## src/rtl/uart_rx_if.sv

```systemverilog
// Serial-line and receive-status bundle for uart_rx.
// The slave modport is the receiver side; master is the line driver / status consumer.
interface uart_rx_if #(
    parameter int unsigned Nbit = 8
);
    logic            SerialDataIn;
    logic            clr_rx_flag;
    logic [Nbit-1:0] DataRx;
    logic            endRx_flag;
    logic            frame_err;

    modport master (
        output SerialDataIn,
        output clr_rx_flag,
        input  DataRx,
        input  endRx_flag,
        input  frame_err
    );

    modport slave (
        input  SerialDataIn,
        input  clr_rx_flag,
        output DataRx,
        output endRx_flag,
        output frame_err
    );
endinterface

```

## src/rtl/uart_rx.sv

```systemverilog
// UART receiver: start + Nbit data (LSB first) + stop, mid-bit sampling, sticky flags.
// Define UART_RX_PARITY_EN to add one even-parity bit between data and stop.
module uart_rx #(
    parameter int unsigned Nbit     = 8,
    parameter int unsigned baudrate = 9600,
    parameter int unsigned clk_freq = 50000000
) (
    input  logic     clk,
    input  logic     reset,
    uart_rx_if.slave bus
);

    localparam int unsigned BIT_TIME  = clk_freq / baudrate - 1;
    localparam int unsigned HALF_TIME = BIT_TIME / 2;
    localparam int unsigned CNT_W     = (BIT_TIME > 0) ? $clog2(BIT_TIME + 1) : 1;
    localparam int unsigned IDX_W     = (Nbit > 1) ? $clog2(Nbit) : 1;

`ifdef UART_RX_PARITY_EN
    typedef enum logic [2:0] {IDLE, START, DATA, PARITY, STOP} state_t;
`else
    typedef enum logic [2:0] {IDLE, START, DATA, STOP} state_t;
`endif

    state_t            state, state_nx;
    logic              sync1, rx;
    logic [CNT_W-1:0]  cnt, cnt_nx;
    logic [IDX_W-1:0]  idx, idx_nx;
    logic [Nbit-1:0]   shreg, shreg_nx;
    logic [Nbit-1:0]   data, data_nx;
    logic              flag, flag_nx;
    logic              err, err_nx;
    logic              bit_done_c, half_done_c;
`ifdef UART_RX_PARITY_EN
    logic              par, par_nx;
`endif

    // Two-flop synchronizer; idles high so reset never looks like a start bit.
    always_ff @(posedge clk or posedge reset) begin
        if (reset) begin
            sync1 <= 1'b1;
            rx    <= 1'b1;
        end else begin
            sync1 <= bus.SerialDataIn;
            rx    <= sync1;
        end
    end

    assign bit_done_c  = (cnt == CNT_W'(BIT_TIME));
    assign half_done_c = (cnt == CNT_W'(HALF_TIME));

    always_ff @(posedge clk or posedge reset) begin
        if (reset) begin
            state <= IDLE;
            cnt   <= '0;
            idx   <= '0;
            shreg <= '0;
            data  <= '0;
            flag  <= 1'b0;
            err   <= 1'b0;
`ifdef UART_RX_PARITY_EN
            par   <= 1'b0;
`endif
        end else begin
            state <= state_nx;
            cnt   <= cnt_nx;
            idx   <= idx_nx;
            shreg <= shreg_nx;
            data  <= data_nx;
            flag  <= flag_nx;
            err   <= err_nx;
`ifdef UART_RX_PARITY_EN
            par   <= par_nx;
`endif
        end
    end

    // Frame sequencing; a completing frame overrides a simultaneous flag clear.
    always_comb begin
        state_nx = state;
        cnt_nx   = cnt;
        idx_nx   = idx;
        shreg_nx = shreg;
        data_nx  = data;
        flag_nx  = flag & bus.clr_rx_flag;
        err_nx   = err & bus.clr_rx_flag;
`ifdef UART_RX_PARITY_EN
        par_nx   = par;
`endif
        case (state)
            IDLE: begin
                if (!rx) begin
                    cnt_nx   = '0;
                    state_nx = START;
                end
            end
            START: begin
                if (half_done_c) begin
                    cnt_nx   = '0;
                    idx_nx   = '0;
                    state_nx = rx ? IDLE : DATA;
                end else begin
                    cnt_nx = cnt + CNT_W'(1);
                end
            end
            DATA: begin
                if (bit_done_c) begin
                    shreg_nx[idx] = rx;
                    cnt_nx        = '0;
                    if (idx == IDX_W'(Nbit - 1)) begin
`ifdef UART_RX_PARITY_EN
                        state_nx = PARITY;
`else
                        state_nx = STOP;
`endif
                    end else begin
                        idx_nx = idx + IDX_W'(1);
                    end
                end else begin
                    cnt_nx = cnt + CNT_W'(1);
                end
            end
`ifdef UART_RX_PARITY_EN
            PARITY: begin
                if (bit_done_c) begin
                    par_nx   = rx;
                    cnt_nx   = '0;
                    state_nx = STOP;
                end else begin
                    cnt_nx = cnt + CNT_W'(1);
                end
            end
`endif
            STOP: begin
                // Sampled mid-bit; returning to IDLE early permits back-to-back frames.
                if (bit_done_c) begin
                    cnt_nx   = '0;
                    data_nx  = shreg;
                    flag_nx  = 1'b1;
`ifdef UART_RX_PARITY_EN
                    if (!rx || (par != ^shreg)) err_nx = 1'b1;
`else
                    if (!rx) err_nx = 1'b1;
`endif
                    state_nx = IDLE;
                end else begin
                    cnt_nx = cnt + CNT_W'(1);
                end
            end
            default: begin
                cnt_nx   = '0;
                state_nx = IDLE;
            end
        endcase
    end

    assign bus.DataRx     = data;
    assign bus.endRx_flag = flag;
    assign bus.frame_err  = err;

endmodule

```

## src/flat_wrapper.sv

```systemverilog
// flat-port wrapper written by rule: the top's interface ports become plain ports
module uart_rx_flat 
#(
    parameter int unsigned Nbit     = 8,
    parameter int unsigned baudrate = 9600,
    parameter int unsigned clk_freq = 50000000
)
  (clk, reset, bus_SerialDataIn, bus_clr_rx_flag, bus_DataRx, bus_endRx_flag, bus_frame_err);
  uart_rx_if #(.Nbit(Nbit)) bus_i ();
  input  logic clk;
  input  logic reset;
  input wire logic [$bits(bus_i.SerialDataIn)-1:0] bus_SerialDataIn;
  input wire logic [$bits(bus_i.clr_rx_flag)-1:0] bus_clr_rx_flag;
  output wire logic [$bits(bus_i.DataRx)-1:0] bus_DataRx;
  output wire logic [$bits(bus_i.endRx_flag)-1:0] bus_endRx_flag;
  output wire logic [$bits(bus_i.frame_err)-1:0] bus_frame_err;
  assign bus_i.SerialDataIn = bus_SerialDataIn;
  assign bus_i.clr_rx_flag = bus_clr_rx_flag;
  assign bus_DataRx = bus_i.DataRx;
  assign bus_endRx_flag = bus_i.endRx_flag;
  assign bus_frame_err = bus_i.frame_err;
  uart_rx #(.Nbit(Nbit), .baudrate(baudrate), .clk_freq(clk_freq)) u_core (.clk(clk), .reset(reset), .bus(bus_i));
endmodule
```

## config.mk

```make
export PLATFORM = sky130hd
export DESIGN_NAME = uart_rx_flat
export DESIGN_NICKNAME = d
export VERILOG_FILES = /design/src/rtl/uart_rx_if.sv /design/src/rtl/uart_rx.sv /design/src/flat_wrapper.sv
export SDC_FILE = /design/constraint.sdc
export NUM_CORES = 1
export LEC_CHECK = 0
export ABC_AREA = 1
export CORE_ASPECT_RATIO = 0.7
export CORE_MARGIN = 5
export CORE_UTILIZATION = 40
export CTS_CLUSTER_DIAMETER = 40
export CTS_CLUSTER_SIZE = 40
export DETAILED_ROUTE_END_ITERATION = 10
export PLACE_DENSITY = 0.56
export SLEW_MARGIN = 20
export SYNTH_ARGS = -nofsm -noshare
export SYNTH_HDL_FRONTEND = slang
export SYNTH_SLANG_ARGS = --single-unit
```

## constraint.sdc

```tcl
create_clock -name clk -period 1.4 [get_ports clk]
set_input_delay 0.21 -clock clk [delete_from_list [all_inputs] [get_ports clk]]
set_output_delay 0.21 -clock clk [all_outputs]
set_load 0.02 [all_outputs]
```

==> results.py <==
metrics = {
    "outcome": {
        "outcome": "finished, violations left",
        "violations": "negative setup slack",
    },
    "routing": {
        "num_vias": 1920,
        "first_iter_violations": 122,
        "maxUsedRoutingLayer": "met4",
        "first_pass_iters": 4,
        "wl_met3_um": 215,
        "wl_met2_mm": 2.06,
        "antenna_left": 0,
        "wl_met1_mm": 2.63,
        "drcViolationCount": 0,
        "wire_per_inst_um": 12.1,
        "drt_wl_total_mm": 4.96,
        "via_per_inst": 4.67,
    },
    "floorplan": {
        "die-area_mm2": 0.00678,
        "io_pins": 14,
        "chipHeight_um": 70.4,
        "coreArea_mm2": 0.00515,
        "initial_utilization": 0.405,
        "die_w_um": 96.3,
        "std_cell_rows": 22,
    },
    "clocking": {
        "clk_latency_ps": 290,
        "cts-htree-levels": 2,
        "cts_sinks": 38,
        "cts_buffers": 5,
        "path_clk_slew_ps": 80,
        "cts_tree": "yes",
        "cts_root_buf": "clkbuf_8",
        "holdBufCountCts": 0,
        "clk_path_buf_depth": 2,
    },
    "yosys": {
        "syn_nets": 286,
        "ys_seq_area_frac": 0.457,
        "synth_area_mm2": 0.00209,
        "ys_seq_elements": 38,
        "synth_warnings": 0,
        "syn-mean-instance-area_um2": 7.48,
        "netlist_instances": 279,
        "synth_cell_types": 25,
    },
    "power": {
        "max-vdd-ir-drop_mv": 0.396,
        "total_power_w": 0.00226,
        "power.density_mw_per_mm2": 773,
        "total_leakage_power_nw": 1.50,
    },
    "timing": {
        "max_slew_margin": 0.733,
        "maxSlewViolCount": 0,
        "layout_setup_ws_ps": -3.30,
        "fin_crit_ps": 1400,
        "hold_viol": 0,
        "rsz0062_at_grt": "yes",
        "clock_skew_ps": 5.53,
        "worst_hold_slack_ps": 168,
        "tightest_slew_ps": 398,
        "fmax_mhz": 713,
        "setup_viol": 1,
        "period_share": 1.00,
    },
    "grt": {
        "grt_usage": 0.156,
        "antenna_found_initial": 0,
        "grt_pass1_vias": 1716,
        "grt_max_degree": 21,
        "grt_pass1_wl_mm": 8.27,
        "overflow": 0,
    },
    "hold_path": {
        "hold_class": "input pin to async pin",
    },
    "critical_path": {
        "cp-start-kind": "flip-flop",
        "cp_max_fo": 4,
        "end_kind": "flip-flop",
        "r2r-start": "u_core.cnt[1]",
        "cp.arrival_ps": 1590,
        "startpoint": "u_core.cnt[1]",
        "path_cells": "ha_4 > nand2_4 > nor2_4 > nand3_4 > buf_6 > nand2_4 > nand3_4 > nand2_1 > nand2_1",
        "crit_family": "simple AND/OR/NAND/NOR gates",
        "slowest_delay_ps": 410,
        "worst_path_max_delay_cell": "dfrtp_1",
        "crit_required_ps": 1580,
        "critPathBufInv": 1,
        "worstSetupPathType": "flip-flop to flip-flop",
    },
    "job": {
        "maxCapViolations": 0,
    },
    "finish": {
        "multi_input_area_mm2": 0.00113,
        "n_fill_cell": 494,
        "final_cell_mix": "nand2_1, buf_4, dfrtp_1, inv_1, nor2_1",
        "postLayoutCoreUtil": 0.569,
        "area.sequential_um2": 956,
        "areaGrowthSynthToFinish_pct": 40.4,
        "nNetsFinal": 345,
        "final_common_cell": "nand2_1",
        "drive_gt1_frac": 0.307,
        "diodes": 0,
    },
    "placed_design": {
        "io_buffers": 13,
        "gp_congestion": 0.897,
        "post-place-ws_ps": -89.7,
        "hpwl_mm": 3.64,
    },
}
Yosys cell counts:
cell | instances | area share
nand3_1 | 16 | 0.038
nand2_2 | 3 | 0.0090
buf_6 | 2 | 0.011
buf_2 | 1 | 0.0024
ha_1 | 3 | 0.018
nor2_2 | 2 | 0.0060
nand4_1 | 12 | 0.036
clkbuf_1 | 2 | 0.0036
nor2_4 | 2 | 0.011
xor2_1 | 6 | 0.025
o21ai_2 | 3 | 0.013
o21bai_1 | 2 | 0.0072
o21ai_0 | 6 | 0.014
nand3_2 | 4 | 0.019
or2_2 | 1 | 0.0030
o21ai_1 | 8 | 0.019
inv_2 | 4 | 0.0072
nand2_1 | 103 | 0.19
dfstp_2 | 2 | 0.025
inv_1 | 30 | 0.054
nor3_1 | 3 | 0.0072
nor2b_1 | 1 | 0.0030
o211ai_1 | 1 | 0.0036
dfrtp_1 | 36 | 0.43
nor2_1 | 26 | 0.047
sequential cells by signal, indices dropped and copies added (netlist names):
register               flops
u_core.rx                  1
u_core.cnt                13
u_core.bus.endRx_flag      1
u_core.idx                 3
u_core.state               2
u_core.shreg               8
u_core.bus.DataRx          8
u_core.bus.frame_err       1
u_core.sync1               1
metal layers:
metal	vias up	GRT usage
met1	888	0.247
met4	0	0.0467
met5	-	0
met3	4	0.0334
met2	34	0.209
li1	994	-
cell type report:
class / count / area share
clock buffers: 5 / 0.0235
clock inverters: 3 / 0.0235
inverters: 34 / 0.0444
multi-input cells: 202 / 0.387
flip-flops and latches: 38 / 0.326
well taps: 72 / 0.0308
repair buffers: 57 / 0.165
final timing paths:
path / end / slack, ps / depth (start not counted)
hold / removal: u_core.bus.DataRx[1] / 170 / 2
hold reg to reg: u_core.rx / 360 / 0
setup / recovery: u_core.idx[0] / -3 / 9
setup reg to reg: u_core.idx[0] / -3 / 9
max in group asynchronous: u_core.state[1] / 730 / 3
min in group clk: u_core.sync1 / 320 / 1
worst register-to-register path, stage by stage (launching register included):
cell and delay (ps):
dfrtp_1 410, ha_4 190, nand2_4 60, nor2_4 130, nand3_4 110, buf_6 150
nand2_4 60, nand3_4 80, nand2_1 60, nand2_1 50
cells by family (layout without fill, tap and decap cells):
kind of cell	Yosys count	in the layout	synth area share
flip-flops	38	38	0.457
adder cells (fa/ha/maj)	3	3	0.0180
AO/OA/AOI/OAI	20	20	0.0570
XOR/XNOR	6	6	0.0252
buffers and inverters	39	99	0.0780
AND/OR/NAND/NOR	173	173	0.365
power by group:
part,internal (W),total (W),switching (W)
Clock,0.000714,0.00111,0.000401
Combinational,0.0000173,0.0000468,0.0000294
Sequential,0.00110,0.00110,0.00000151
what timing repair did:
item | in CTS | in global routing
pin swaps | 14 | 15
buffers inserted | 0 | 2
gates resized for setup | 31 | 28
endpoints found under the setup margin | 35 | 34
gates cloned | 0 | 0
through the flow:
stage / setup TNS [ps] / area, um2 / cells
2_1_floorplan: 0 / 2100 / 279
4_1_cts: -57.0 / 2820 / 409
3_5_place_dp: -939 / 2620 / 401
3_3_place_gp: -86.2 / 2620 / 401
6_report: -3.30 / 2930 / 411
5_1_grt: -1980 / 2930 / 411
(Power assumes the default switching activity.)
